### src/rtl/quad_decoder_modn_if.sv
// Bundle of the encoder phase inputs, control strobes and position outputs of quad_decoder_modn.
// The master side (controller/encoder) drives the inputs; the slave side (the decoder) drives the results.
interface quad_decoder_modn_if #(
  parameter int WIDTH = 4
);
  logic             enable;
  logic             clear;
  logic             err_clr;
  logic             qa;
  logic             qb;
  logic [WIDTH-1:0] position;
  logic             dir;
  logic             step;
  logic             wrap;
  logic             err;

  modport master (
    output enable, clear, err_clr, qa, qb,
    input  position, dir, step, wrap, err
  );

  modport slave (
    input  enable, clear, err_clr, qa, qb,
    output position, dir, step, wrap, err
  );
endinterface

### src/rtl/quad_decoder_modn.sv
// Quadrature A/B decoder with a mod-N position counter, wrap pulse and sticky illegal-transition flag.
// Phase lines are synchronised, and each legal Gray-code step moves the position by exactly one.
module quad_decoder_modn #(
  parameter int N           = 10,
  parameter int WIDTH       = 4,
  parameter int SYNC_STAGES = 2
) (
  input  logic                clk,
  input  logic                reset,
  quad_decoder_modn_if.slave  bus
);

  typedef enum logic [1:0] {
    MOVE_NONE    = 2'b00,
    MOVE_UP      = 2'b01,
    MOVE_DOWN    = 2'b10,
    MOVE_ILLEGAL = 2'b11
  } move_t;

  localparam logic [WIDTH-1:0] POS_MAX  = WIDTH'(N - 1);
  localparam logic [WIDTH-1:0] POS_ZERO = {WIDTH{1'b0}};
  localparam logic [WIDTH-1:0] POS_ONE  = WIDTH'(1);

  // Classify the move from the previous to the current {a,b} sample.
  function automatic move_t decode_move(input logic [1:0] p, input logic [1:0] c);
    move_t m;
    m = MOVE_NONE;
    case ({p, c})
      4'b00_10, 4'b10_11, 4'b11_01, 4'b01_00: m = MOVE_UP;
      4'b00_01, 4'b01_11, 4'b11_10, 4'b10_00: m = MOVE_DOWN;
      4'b00_11, 4'b11_00, 4'b10_01, 4'b01_10: m = MOVE_ILLEGAL;
      default:                                m = MOVE_NONE;
    endcase
    return m;
  endfunction

  logic [SYNC_STAGES-1:0] qa_sync_r;
  logic [SYNC_STAGES-1:0] qb_sync_r;
  logic [1:0]             prev_r;
  logic [1:0]             cur_s;
  move_t                  move_s;

  logic [WIDTH-1:0] pos_r, pos_n_s;
  logic             dir_r, dir_n_s;
  logic             step_r, step_n_s;
  logic             wrap_r, wrap_n_s;
  logic             err_r, err_n_s;

  assign cur_s  = {qa_sync_r[SYNC_STAGES-1], qb_sync_r[SYNC_STAGES-1]};
  assign move_s = decode_move(prev_r, cur_s);

  // Synchroniser chains and previous-sample register; prev tracks cur even when disabled or cleared.
  always_ff @(posedge clk) begin
    if (reset) begin
      qa_sync_r <= {SYNC_STAGES{1'b0}};
      qb_sync_r <= {SYNC_STAGES{1'b0}};
      prev_r    <= 2'b00;
    end else begin
      qa_sync_r <= {qa_sync_r[SYNC_STAGES-2:0], bus.qa};
      qb_sync_r <= {qb_sync_r[SYNC_STAGES-2:0], bus.qb};
      prev_r    <= cur_s;
    end
  end

  // Next position/direction/strobes; clear overrides a concurrent step but leaves dir alone.
  always_comb begin
    pos_n_s  = pos_r;
    dir_n_s  = dir_r;
    step_n_s = 1'b0;
    wrap_n_s = 1'b0;
    if (bus.enable) begin
      case (move_s)
        MOVE_UP: begin
          step_n_s = 1'b1;
          dir_n_s  = 1'b1;
          if (pos_r == POS_MAX) begin
            pos_n_s  = POS_ZERO;
            wrap_n_s = 1'b1;
          end else begin
            pos_n_s  = pos_r + POS_ONE;
          end
        end
        MOVE_DOWN: begin
          step_n_s = 1'b1;
          dir_n_s  = 1'b0;
          if (pos_r == POS_ZERO) begin
            pos_n_s  = POS_MAX;
            wrap_n_s = 1'b1;
          end else begin
            pos_n_s  = pos_r - POS_ONE;
          end
        end
        default: begin
          pos_n_s = pos_r;
        end
      endcase
    end else begin
      pos_n_s = pos_r;
    end
    if (bus.clear) begin
      pos_n_s  = POS_ZERO;
      dir_n_s  = dir_r;
      step_n_s = 1'b0;
      wrap_n_s = 1'b0;
    end else begin
      pos_n_s  = pos_n_s;
    end
  end

  // Sticky error: a set in the same cycle as err_clr wins.
  always_comb begin
    err_n_s = err_r;
    if (bus.enable && (move_s == MOVE_ILLEGAL)) begin
      err_n_s = 1'b1;
    end else if (bus.err_clr) begin
      err_n_s = 1'b0;
    end else begin
      err_n_s = err_r;
    end
  end

  // Output registers.
  always_ff @(posedge clk) begin
    if (reset) begin
      pos_r  <= POS_ZERO;
      dir_r  <= 1'b0;
      step_r <= 1'b0;
      wrap_r <= 1'b0;
      err_r  <= 1'b0;
    end else begin
      pos_r  <= pos_n_s;
      dir_r  <= dir_n_s;
      step_r <= step_n_s;
      wrap_r <= wrap_n_s;
      err_r  <= err_n_s;
    end
  end

  assign bus.position = pos_r;
  assign bus.dir      = dir_r;
  assign bus.step     = step_r;
  assign bus.wrap     = wrap_r;
  assign bus.err      = err_r;

endmodule

### src/flat_wrapper.sv
// flat-port wrapper written by rule: the top's interface ports become plain ports
module quad_decoder_modn_flat 
#(
  parameter int N           = 10,
  parameter int WIDTH       = 4,
  parameter int SYNC_STAGES = 2
)
  (clk, reset, bus_enable, bus_clear, bus_err_clr, bus_qa, bus_qb, bus_position, bus_dir, bus_step, bus_wrap, bus_err);
  quad_decoder_modn_if #(.WIDTH(WIDTH)) bus_i ();
  input  logic clk;
  input  logic reset;
  input wire logic [$bits(bus_i.enable)-1:0] bus_enable;
  input wire logic [$bits(bus_i.clear)-1:0] bus_clear;
  input wire logic [$bits(bus_i.err_clr)-1:0] bus_err_clr;
  input wire logic [$bits(bus_i.qa)-1:0] bus_qa;
  input wire logic [$bits(bus_i.qb)-1:0] bus_qb;
  output wire logic [$bits(bus_i.position)-1:0] bus_position;
  output wire logic [$bits(bus_i.dir)-1:0] bus_dir;
  output wire logic [$bits(bus_i.step)-1:0] bus_step;
  output wire logic [$bits(bus_i.wrap)-1:0] bus_wrap;
  output wire logic [$bits(bus_i.err)-1:0] bus_err;
  assign bus_i.enable = bus_enable;
  assign bus_i.clear = bus_clear;
  assign bus_i.err_clr = bus_err_clr;
  assign bus_i.qa = bus_qa;
  assign bus_i.qb = bus_qb;
  assign bus_position = bus_i.position;
  assign bus_dir = bus_i.dir;
  assign bus_step = bus_i.step;
  assign bus_wrap = bus_i.wrap;
  assign bus_err = bus_i.err;
  quad_decoder_modn #(.N(N), .WIDTH(WIDTH), .SYNC_STAGES(SYNC_STAGES)) u_core (.clk(clk), .reset(reset), .bus(bus_i));
endmodule
### config.mk
export PLATFORM = sky130hd
export DESIGN_NAME = quad_decoder_modn_flat
export DESIGN_NICKNAME = d
export VERILOG_FILES = /design/src/rtl/quad_decoder_modn_if.sv /design/src/rtl/quad_decoder_modn.sv /design/src/flat_wrapper.sv
export SDC_FILE = /design/constraint.sdc
export NUM_CORES = 1
export LEC_CHECK = 0
export CAP_MARGIN = 5
export CORE_MARGIN = 2
export CORE_UTILIZATION = 43
export CTS_BUF_LIST = sky130_fd_sc_hd__clkbuf_8 sky130_fd_sc_hd__clkbuf_16
export DETAILED_ROUTE_END_ITERATION = 7
export PLACE_DENSITY = 0.72
export SYNTH_ARGS = -nofsm -noshare
export SYNTH_HDL_FRONTEND = slang
export SYNTH_SLANG_ARGS = --single-unit
### constraint.sdc
create_clock -name clk -period 1.8 [get_ports clk]
set_input_delay 0.54 -clock clk [delete_from_list [all_inputs] [get_ports clk]]
set_output_delay 0.54 -clock clk [all_outputs]
set_load 0.01 [all_outputs]
==> results.cfg, run 1 <==
[critical_path]
cell_at_the_slowest_stage_of_the_critical_path = or4_4
startpoint = u_core.move_s[0]$_DFF_P_
cell_family_with_the_largest_share_of_critical_path_delay = simple AND/OR/NAND/NOR gates
timing.critical_path.cells = inv_1 > ha_4 > nand2b_4 > or4_4 > a21o_1 > a311oi_1
rr_worst_depth = 6
max_stage_delay_ns = 0.47
cp.arrival_ns = 1.90
startpoint_type_of_the_worst_setup_path = register
setup.reg_to_reg.worst_slack_ns = 0.06
worstPathBufferInverterCount = 1
critical_path.reg2reg.startpoint = u_core.move_s[0]$_DFF_P_
cp-end-kind = register
setup.worst_path.end = u_core.bus.position[3]$_SDFFE_PP0P_
worstSetupPathDepth = 6
worstPathRequired_ns = 1.96
crit_type = register to register
critPathMaxFanout = 2
critical_path.reg2reg.endpoint = u_core.bus.position[3]$_SDFFE_PP0P_

[final_layout]
filler_instances = 131
antennaDiodeCount = 0
layout.cells.most_common = clkdlybuf4s50_1
finish.utilization_pct = 64.62
layout.area.seq_sq_um = 282.8
layout.cells.most_common_list = 13 x clkdlybuf4s50_1, 12 x dfxtp_1, 9 x buf_4, 6 x nor2_1, 5 x nor2b_1
nets = 110
post_route_cells_drive_above_1_share_pct = 19.19
multi_input_comb_area_sq_um = 394.1
area_delta_synth_final_pct = 40.43

[logic_synthesis]
ys_seq_area_share_pct = 40.43
post_synth_instance_area_sq_um = 693.2
mappedNetlistNets = 87
synth_area_per_cell_sq_um = 9.002
synth.yosys.warnings = 0
synth.top_cells.by_area = dfxtp_1 40%, mux2i_1 5.8%, ha_1 5.4%
post_synth_inst_count = 77
yosys.area.top_type_share_pct = 40.43
ys_ff_latch = 14
synth_top_cell_by_area = dfxtp_1
post_synth_num_cell_types = 30

[floorplanning]
starting_density_of_the_core_pct = 46.01
ioPinCount = 15
die-width_um = 44.15
die_area_sq_um = 1949
core_sq_um = 1506
die_h_um = 44.15
core.rowCount = 14

[sta]
maxSlewHeadroom_pct = 73.26
whs_ns = 0.4849
final.min_clock_period_ns = 1.743
rsz0062_at_grt = false
timing_hold_violations_final = 0
finalClockSkew_ns = 0.005464
max_frequency_ghz = 0.5736
worst_slew_pin_slew_ns = 0.3910
final_critical_path_setup_slack_ns = 0.05657
final_slew_viol_count = 0
period_share_pct = 96.86
number_of_setup_violations_in_the_final_report = 0

[clocking]
clock_tree.htree_level_count = 1
cts_tree = yes
numCtsBuffers = 3
holdBufCountCts = 0
max-clock-path-buffers = 2
clkLatencyLatePin_ns = 0.25
reg_clk_slew_reported_paths_ns = 0.06
cts_root_buffer = clkbuf_8
clock_sinks = 14

[grt]
grt.overflow.total = 0
pin_count_of_the_biggest_net_entering_global_routing = 10
grt_antenna_before_repair = 0
globalRouteTotalUtil_pct = 16.95
vias_in_the_first_global_route = 538
grt_first_pass_wirelength_mm = 2.256

[route]
totalWireLength_mm = 1.402
detailedRoute.firstIterationViolations = 3
via_count = 609
ant_nets = 0
vias_per_instance = 5.296
drc_errors = 0
drt-pass1-iter-count = 4
drt-wirelength-per-cell_um = 12.19

[power_and_ir_drop]
power-per-cell-area_nw_per_um2 = 757.2
irDropWorstVdd_uv = 531.8
leakage_nw = 0.3618

[min_path]
min_path_type = register to register
min-delay-start = u_core.bus.err$_SDFFE_PP0P_

[placed_design]
dp_slack_ns = -0.2725
place.port_buffers = 14
place_congestion = 0.7753
dp_wirelength_mm = 1.027

[status]
run_status = finished clean

[run]
maxCapViolations = 0
worst min path at each step:
stage | end | cells after the start
5_1_grt | u_core.bus.err$_SDFFE_PP0P_ | 2
3_3_place_gp | u_core.bus.err$_SDFFE_PP0P_ | 2
4_1_cts | u_core.bus.err$_SDFFE_PP0P_ | 2
2_1_floorplan | u_core.move_s[0]$_DFF_P_ | 1
6_report | u_core.bus.err$_SDFFE_PP0P_ | 2
3_5_place_dp | u_core.bus.err$_SDFFE_PP0P_ | 2
cells by family after synthesis:
family / count (synthesis) / share of synthesized area, %
simple gates: 27 / 22.38
compound gates: 17 / 16.07
flops: 14 / 40.43
buf+inv: 9 / 6.136
mux: 4 / 5.776
xor+xnor: 3 / 3.791
fa+ha+maj: 3 / 5.416
worst min-delay path: cells and delay by family (launching register included):
kind / cells / cell delay [ns]
AND/OR/NAND/NOR: 1 / 0.07
AO/OA/AOI/OAI: 1 / 0.06
flip-flops: 1 / 0.31
state kept, by name (all words and copies together), names as in the netlist:
signal               count
u_core.bus.dir           1
u_core.bus.err           1
u_core.bus.position      4
u_core.bus.step          1
u_core.bus.wrap          1
u_core.move_s            2
u_core.qa_sync_r         2
u_core.qb_sync_r         2
Yosys cell counts:
library cell	n
a2111oi_0	1
a211o_1	1
a211oi_1	3
a21boi_0	1
a21o_1	1
a21oi_1	3
a311oi_1	1
a31oi_1	2
and2_1	1
buf_1	1
buf_2	1
buf_6	1
clkbuf_1	2
dfxtp_1	14
ha_1	3
inv_1	4
mux2i_1	4
nand2_1	4
nand2b_1	3
nand2b_4	1
nand3b_1	1
nand4b_1	1
nor2_1	6
nor2b_1	5
nor3_1	3
nor4b_1	1
o21ai_0	4
or4_1	1
xnor2_1	2
xor2_1	1
repair_timing:
item,in CTS,in global routing
endpoints found under the setup margin,1,1
buffers inserted,1,0
resized for setup,3,3
pin swaps,2,3
through the flow:
stage / instances / setup TNS [ns] / total power (W) / area, sq um
floorplan: 77 / 0 / 0.0003820 / 693.2
global placement: 110 / -0.5380 / 0.0004193 / 885.9
detailed placement: 110 / -0.6314 / 0.0004212 / 885.9
CTS: 115 / 0 / 0.0007406 / 955.9
global route: 115 / 0 / 0.0007708 / 973.4
finish: 115 / 0 / 0.0007371 / 973.4
metal layers:
layer	global-route usage [%]	wire length [um]	vias up	share of wire [%]
met1	17.47	607	285	43
li1	-	-	308	-
met3	7.347	59	5	4.2
met2	27.94	702	11	50
met4	10.91	33	0	2.4
met5	0	0	-	0
area by class of cell:
| type | count | area share, % |
|---|---|---|
| multi-input combinational | 54 | 40.49 |
| inverter | 4 | 1.542 |
| clock buffer | 4 | 5.656 |
| timing repair buffer | 23 | 21.21 |
| tap | 16 | 2.057 |
| sequential | 14 | 29.05 |
report_power, final:
group / internal (W) / switching, W
Sequential: 0.000321 / 0.00000936
Combinational: 0.0000553 / 0.0000401
Clock: 0.000194 / 0.000117
Total: 0.000571 / 0.000166
No activity file was read; power rests on OpenSTA's default activity.
==> run 2, diff against run 1 <==
--- a/config.mk
+++ b/config.mk
@@ -6,9 +6,9 @@
 export NUM_CORES = 1
 export LEC_CHECK = 0
 export CAP_MARGIN = 5
-export CORE_MARGIN = 2
 export CORE_UTILIZATION = 43
 export CTS_BUF_LIST = sky130_fd_sc_hd__clkbuf_8 sky130_fd_sc_hd__clkbuf_16
+export CTS_CLUSTER_DIAMETER = 40
 export DETAILED_ROUTE_END_ITERATION = 7
 export PLACE_DENSITY = 0.72
 export SYNTH_ARGS = -nofsm -noshare
==> run 2 against run 1 <==
Register-to-register slack about the same. Clock skew fell by 0.0034 ns. Critical path depth is the same. Global-route usage fell by 0.18 points. Sequential power hardly changed. Highest routed layer unchanged.
==> results.cfg, run 2 (synthesis results as in run 1) <==
[sta]
finalClockSkew_ns = 0.002058
timing_hold_violations_final = 0
max_frequency_ghz = 0.5748
setup-tns-final_ns = 0
final_critical_path_setup_slack_ns = 0.06033
whs_ns = 0.4831
number_of_setup_violations_in_the_final_report = 0
final.min_clock_period_ns = 1.740
maxSlewHeadroom_pct = 77.08
final_slew_viol_count = 0
period_share_pct = 96.65
worst_slew_pin_slew_ns = 0.3352
rsz0062_at_grt = false

[floorplanning]
core.rowCount = 14
die_h_um = 42.15
core_sq_um = 1506
die-width_um = 42.15
starting_density_of_the_core_pct = 46.01
ioPinCount = 15
die_area_sq_um = 1777

[run]
maxCapViolations = 0

[grt]
pin_count_of_the_biggest_net_entering_global_routing = 11
vias_in_the_first_global_route = 546
globalRouteTotalUtil_pct = 16.77
grt.overflow.total = 0
grt_antenna_before_repair = 0
grt_first_pass_wirelength_mm = 2.318

[route]
drt-wirelength-per-cell_um = 11.72
drc_errors = 0
via_count = 607
vias_per_instance = 5.278
detailedRoute.firstIterationViolations = 10
totalWireLength_mm = 1.348
drt-pass1-iter-count = 4
ant_nets = 0

[power_and_ir_drop]
power-per-cell-area_nw_per_um2 = 742.8
total_switching_power_w = 0.0001554
irDropWorstVdd_uv = 598.7
power.switching_fraction_pct = 21.43
power_frac_seq_pct = 45.7
leakage_nw = 0.3608
clock_power_share_pct = 41.2
cell_internal_pwr_w = 0.0005696
combinationalPowerShare_pct = 13.2

[clocking]
cts_tree = yes
clkLatencyLatePin_ns = 0.24
numCtsBuffers = 3
clock_sinks = 14
reg_clk_slew_reported_paths_ns = 0.06
clock_tree.htree_level_count = 1
cts_root_buffer = clkbuf_8
max-clock-path-buffers = 2

[final_layout]
filler_instances = 115
area_delta_synth_final_pct = 40.79
antennaDiodeCount = 0
nets = 110
post_route_cells_drive_above_1_share_pct = 19.19
layout.cells.most_common_list = 13 x clkdlybuf4s50_1, 12 x dfxtp_1, 9 x buf_4, 6 x nor2_1, 5 x nor2b_1
layout.cells.most_common = clkdlybuf4s50_1
largest_register_ffs = 4

[critical_path]
startpoint_type_of_the_worst_setup_path = register
cp.arrival_ns = 1.89
cp-end-kind = register
worstPathRequired_ns = 1.95
critical_path.reg2reg.startpoint = u_core.move_s[0]$_DFF_P_
setup.reg_to_reg.worst_slack_ns = 0.06
critical_path.reg2reg.endpoint = u_core.bus.position[3]$_SDFFE_PP0P_
crit_type = register to register
critPathMaxFanout = 2
rr_worst_depth = 6

[placed_design]
place.port_buffers = 14
dp_slack_ns = -0.2453
dp_wirelength_um = 957.4
place_congestion = 0.7524

[min_path]
hold_depth = 2
min_delay_worst_endpoint = u_core.bus.err$_SDFFE_PP0P_
min-delay-start = u_core.bus.err$_SDFFE_PP0P_
min_path_type = register to register

[status]
run_status = finished clean
run 2: worst max path at each step:
stage | from | end | depth (start not counted) | slack, ns
after floorplan | u_core.move_s[0]$_DFF_P_ | u_core.bus.position[3]$_SDFFE_PP0P_ | 6 | 0.07
after global placement | bus_enable | u_core.bus.position[3]$_SDFFE_PP0P_ | 5 | -0.21
after detailed placement | bus_enable | u_core.bus.position[3]$_SDFFE_PP0P_ | 5 | -0.25
after CTS | u_core.move_s[0]$_DFF_P_ | u_core.bus.position[3]$_SDFFE_PP0P_ | 6 | 0.009
after global routing | u_core.move_s[0]$_DFF_P_ | u_core.bus.position[3]$_SDFFE_PP0P_ | 6 | 0.01
final | u_core.move_s[0]$_DFF_P_ | u_core.bus.position[3]$_SDFFE_PP0P_ | 6 | 0.06
run 2: what timing repair did:
action	4_1_cts	5_1_grt
hold buffers	0	0
endpoints found under the setup margin	1	1
pin swaps	1	0
resized for setup	2	4
buffers inserted	1	0
run 2: final cells by class:
| type | instances | area (sq um) | area share, % |
|---|---|---|---|
| well taps | 16 | 20.02 | 2.051 |
| inverters | 4 | 15.01 | 1.538 |
| multi-input cells | 54 | 396.6 | 40.64 |
| repair buffers | 23 | 206.4 | 21.15 |
| flip-flops and latches | 14 | 282.8 | 28.97 |
| clock buffers | 4 | 55.05 | 5.641 |
run 2: power by group through the flow:
| stage | sequential [W] | combinational [W] | clock (W) |
|---|---|---|---|
| after floorplan | 0.000335 | 0.0000470 | 0 |
| after global placement | 0.000336 | 0.0000830 | 0 |
| after detailed placement | 0.000337 | 0.0000839 | 0 |
| after CTS | 0.000330 | 0.0000868 | 0.000304 |
| after global routing | 0.000332 | 0.000104 | 0.000322 |
| final | 0.000331 | 0.0000954 | 0.000298 |
run 2: worst max-delay path, cell delays in order (launching register included):
cell      delay, ns
dfxtp_2        0.32
inv_1          0.06
ha_4           0.24
nand2b_4       0.14
or4_1          0.46
a21o_1         0.20
a311oi_2       0.25
run 2: stage by stage:
| stage | cell area (sq um) | instances | total power [W] | utilization (%) |
|---|---|---|---|---|
| detailed placement | 885.9 | 110 | 0.0004210 | 58.80 |
| global placement | 885.9 | 110 | 0.0004190 | 58.80 |
| floorplan | 693.2 | 77 | 0.0003820 | - |
| CTS | 948.4 | 115 | 0.0007209 | 62.96 |
| global route | 975.9 | 115 | 0.0007573 | 64.78 |
| finish | 975.9 | 115 | 0.0007249 | 64.78 |
run 2: per-layer routing:
metal	global-route usage, %	wire, um	vias to the layer above
met1	20.64	653	280
met5	0	0	-
met3	3.879	39	2
li1	-	-	310
met4	5.625	8	0
met2	28.75	647	15
==> run 3, diff against run 2 <==
--- a/config.mk
+++ b/config.mk
@@ -6,6 +6,7 @@
 export NUM_CORES = 1
 export LEC_CHECK = 0
 export CAP_MARGIN = 5
+export CORE_MARGIN = 4
 export CORE_UTILIZATION = 43
 export CTS_BUF_LIST = sky130_fd_sc_hd__clkbuf_8 sky130_fd_sc_hd__clkbuf_16
 export CTS_CLUSTER_DIAMETER = 40
==> run 3 against run 2 <==
Via count fell by 1.3%. Highest routed layer unchanged. Global-route usage fell by 3.2 points. Critical path type unchanged. Utilization down 0.50 points. Register-to-register slack about the same. Largest power group unchanged.
==> results.cfg, run 3 (synthesis results as in run 1) <==
[grt]
vias_in_the_first_global_route = 548
grt_antenna_before_repair = 0
grt_first_pass_wirelength_mm = 2.221
grt.overflow.total = 0
pin_count_of_the_biggest_net_entering_global_routing = 10
globalRouteTotalUtil_pct = 13.55

[status]
run_status = finished clean

[critical_path]
critical_path.reg2reg.startpoint = u_core.move_s[1]$_DFF_P_
critPathMaxFanout = 3
crit_type = register to register
worstPathRequired_ns = 1.95
rr_worst_depth = 5
cp-end-kind = register
startpoint_type_of_the_worst_setup_path = register
cp.arrival_ns = 1.89
setup.reg_to_reg.worst_slack_ns = 0.06
critical_path.reg2reg.endpoint = u_core.bus.position[3]$_SDFFE_PP0P_

[power_and_ir_drop]
irDropWorstVdd_uv = 669.9
leakage_nw = 0.3597
power-per-cell-area_nw_per_um2 = 749.2

[final_layout]
layout.cells.most_common_list = 13 x clkdlybuf4s50_1, 13 x dfxtp_1, 9 x buf_4, 6 x nor2_1, 5 x nor2b_1
finish.utilization_pct = 64.29
filler_instances = 136
post_route_cells_drive_above_1_share_pct = 17.17
antennaDiodeCount = 0
area_delta_synth_final_pct = 39.71
fin_area_sq_um = 968.4
largest_register_ffs = 4
nets = 110

[route]
drc_errors = 0
totalWireLength_mm = 1.334
via_count = 599
drt-pass1-iter-count = 4
vias_per_instance = 5.209
detailedRoute.firstIterationViolations = 9
ant_nets = 0
drt-wirelength-per-cell_um = 11.60

[min_path]
min_path_type = register to register
min_delay_worst_endpoint = u_core.bus.err$_SDFFE_PP0P_
min-delay-start = u_core.bus.err$_SDFFE_PP0P_
hold_depth = 2

[floorplanning]
ioPinCount = 15
core_sq_um = 1506
die_h_um = 48.15
die_area_sq_um = 2318
starting_density_of_the_core_pct = 46.01
die-width_um = 48.15
core.rowCount = 14

[sta]
final_critical_path_setup_slack_ns = 0.06322
finalClockSkew_ns = 0.004066
maxSlewHeadroom_pct = 77.64
rsz0062_at_grt = false
worst_slew_pin_slew_ns = 0.3270
timing_hold_violations_final = 0
setup-tns-final_ns = 0
period_share_pct = 96.49
number_of_setup_violations_in_the_final_report = 0
final.min_clock_period_ns = 1.737
max_frequency_ghz = 0.5758
final_slew_viol_count = 0

[clocking]
numCtsBuffers = 3
clkLatencyLatePin_ns = 0.24
cts_tree = yes
max-clock-path-buffers = 2
reg_clk_slew_reported_paths_ns = 0.06
holdBufCountCts = 0
cts_root_buffer = clkbuf_8
clock_tree.htree_level_count = 1
clock_sinks = 14

[placed_design]
post_detailed_placement_cell_area_sq_um = 885.9
dp_slack_ns = -0.2691
place.port_buffers = 14
place_congestion = 0.7777

[run]
maxCapViolations = 0
run 3: cell counts in the layout (fill, tap and decap cells not counted):
No cell type changed its count.
run 3: layout make-up:
class,instances,area [sq um],area share (%)
Multi-Input combinational cell,54,390.4,40.31
Sequential cell,14,281.5,29.07
Timing Repair Buffer,23,206.4,21.32
Clock buffer,4,55.05,5.685
Tap cell,16,20.02,2.067
Inverter,4,15.01,1.550
run 3: power by group:
group          internal (W)  switching, W  leakage (nW)  total (W)
registers          0.000321    0.00000901         0.115   0.000330
logic             0.0000548     0.0000393         0.216  0.0000941
clock network      0.000194      0.000108        0.0288   0.000301
total              0.000569      0.000156         0.360   0.000726
run 3: layer usage:
layer | up-vias | part of all wire, % | track usage [%]
li1 | 309 | - | -
met1 | 270 | 43 | 15.44
met2 | 18 | 50 | 21.88
met3 | 2 | 6.9 | 7.011
met4 | 0 | 0.30 | 4.301
met5 | - | 0 | 0
run 3: how the worst max path moves through the flow:
| stage | from | endpoint | slack, ns | cells past startpoint |
|---|---|---|---|---|
| 3_3_place_gp | bus_enable | u_core.bus.position[3]$_SDFFE_PP0P_ | -0.22 | 5 |
| 6_report | u_core.move_s[1]$_DFF_P_ | u_core.bus.position[3]$_SDFFE_PP0P_ | 0.06 | 5 |
| 5_1_grt | u_core.move_s[1]$_DFF_P_ | u_core.bus.position[3]$_SDFFE_PP0P_ | 0.02 | 5 |
| 3_5_place_dp | bus_enable | u_core.bus.position[3]$_SDFFE_PP0P_ | -0.27 | 5 |
| 2_1_floorplan | u_core.move_s[0]$_DFF_P_ | u_core.bus.position[3]$_SDFFE_PP0P_ | 0.07 | 6 |
| 4_1_cts | u_core.move_s[0]$_DFF_P_ | u_core.bus.position[3]$_SDFFE_PP0P_ | 0.0003 | 6 |
run 3: worst max-delay path, stage by stage (launching register included):
cell      delay, ns
dfxtp_1        0.39
ha_4           0.23
nand2b_4       0.13
or4_1          0.47
a21o_1         0.19
a311oi_1       0.24
run 3: per-stage QoR:
stage          std cells   power, W  hold WS, ns
5_1_grt              115  0.0007633       0.5090
6_report             115  0.0007255       0.4798
3_5_place_dp         110  0.0004210       0.4717
4_1_cts              115  0.0007321       0.4822
3_3_place_gp         110  0.0004192       0.4599
2_1_floorplan         77  0.0003820       0.4752
run 3: what timing repair did:
item                       in CTS  in global routing
pin swaps                       1                  2
hold endpoints to repair        0                  0
setup buffers                   1                  0
resized for setup               3                  1
setup endpoints to repair       1                  1
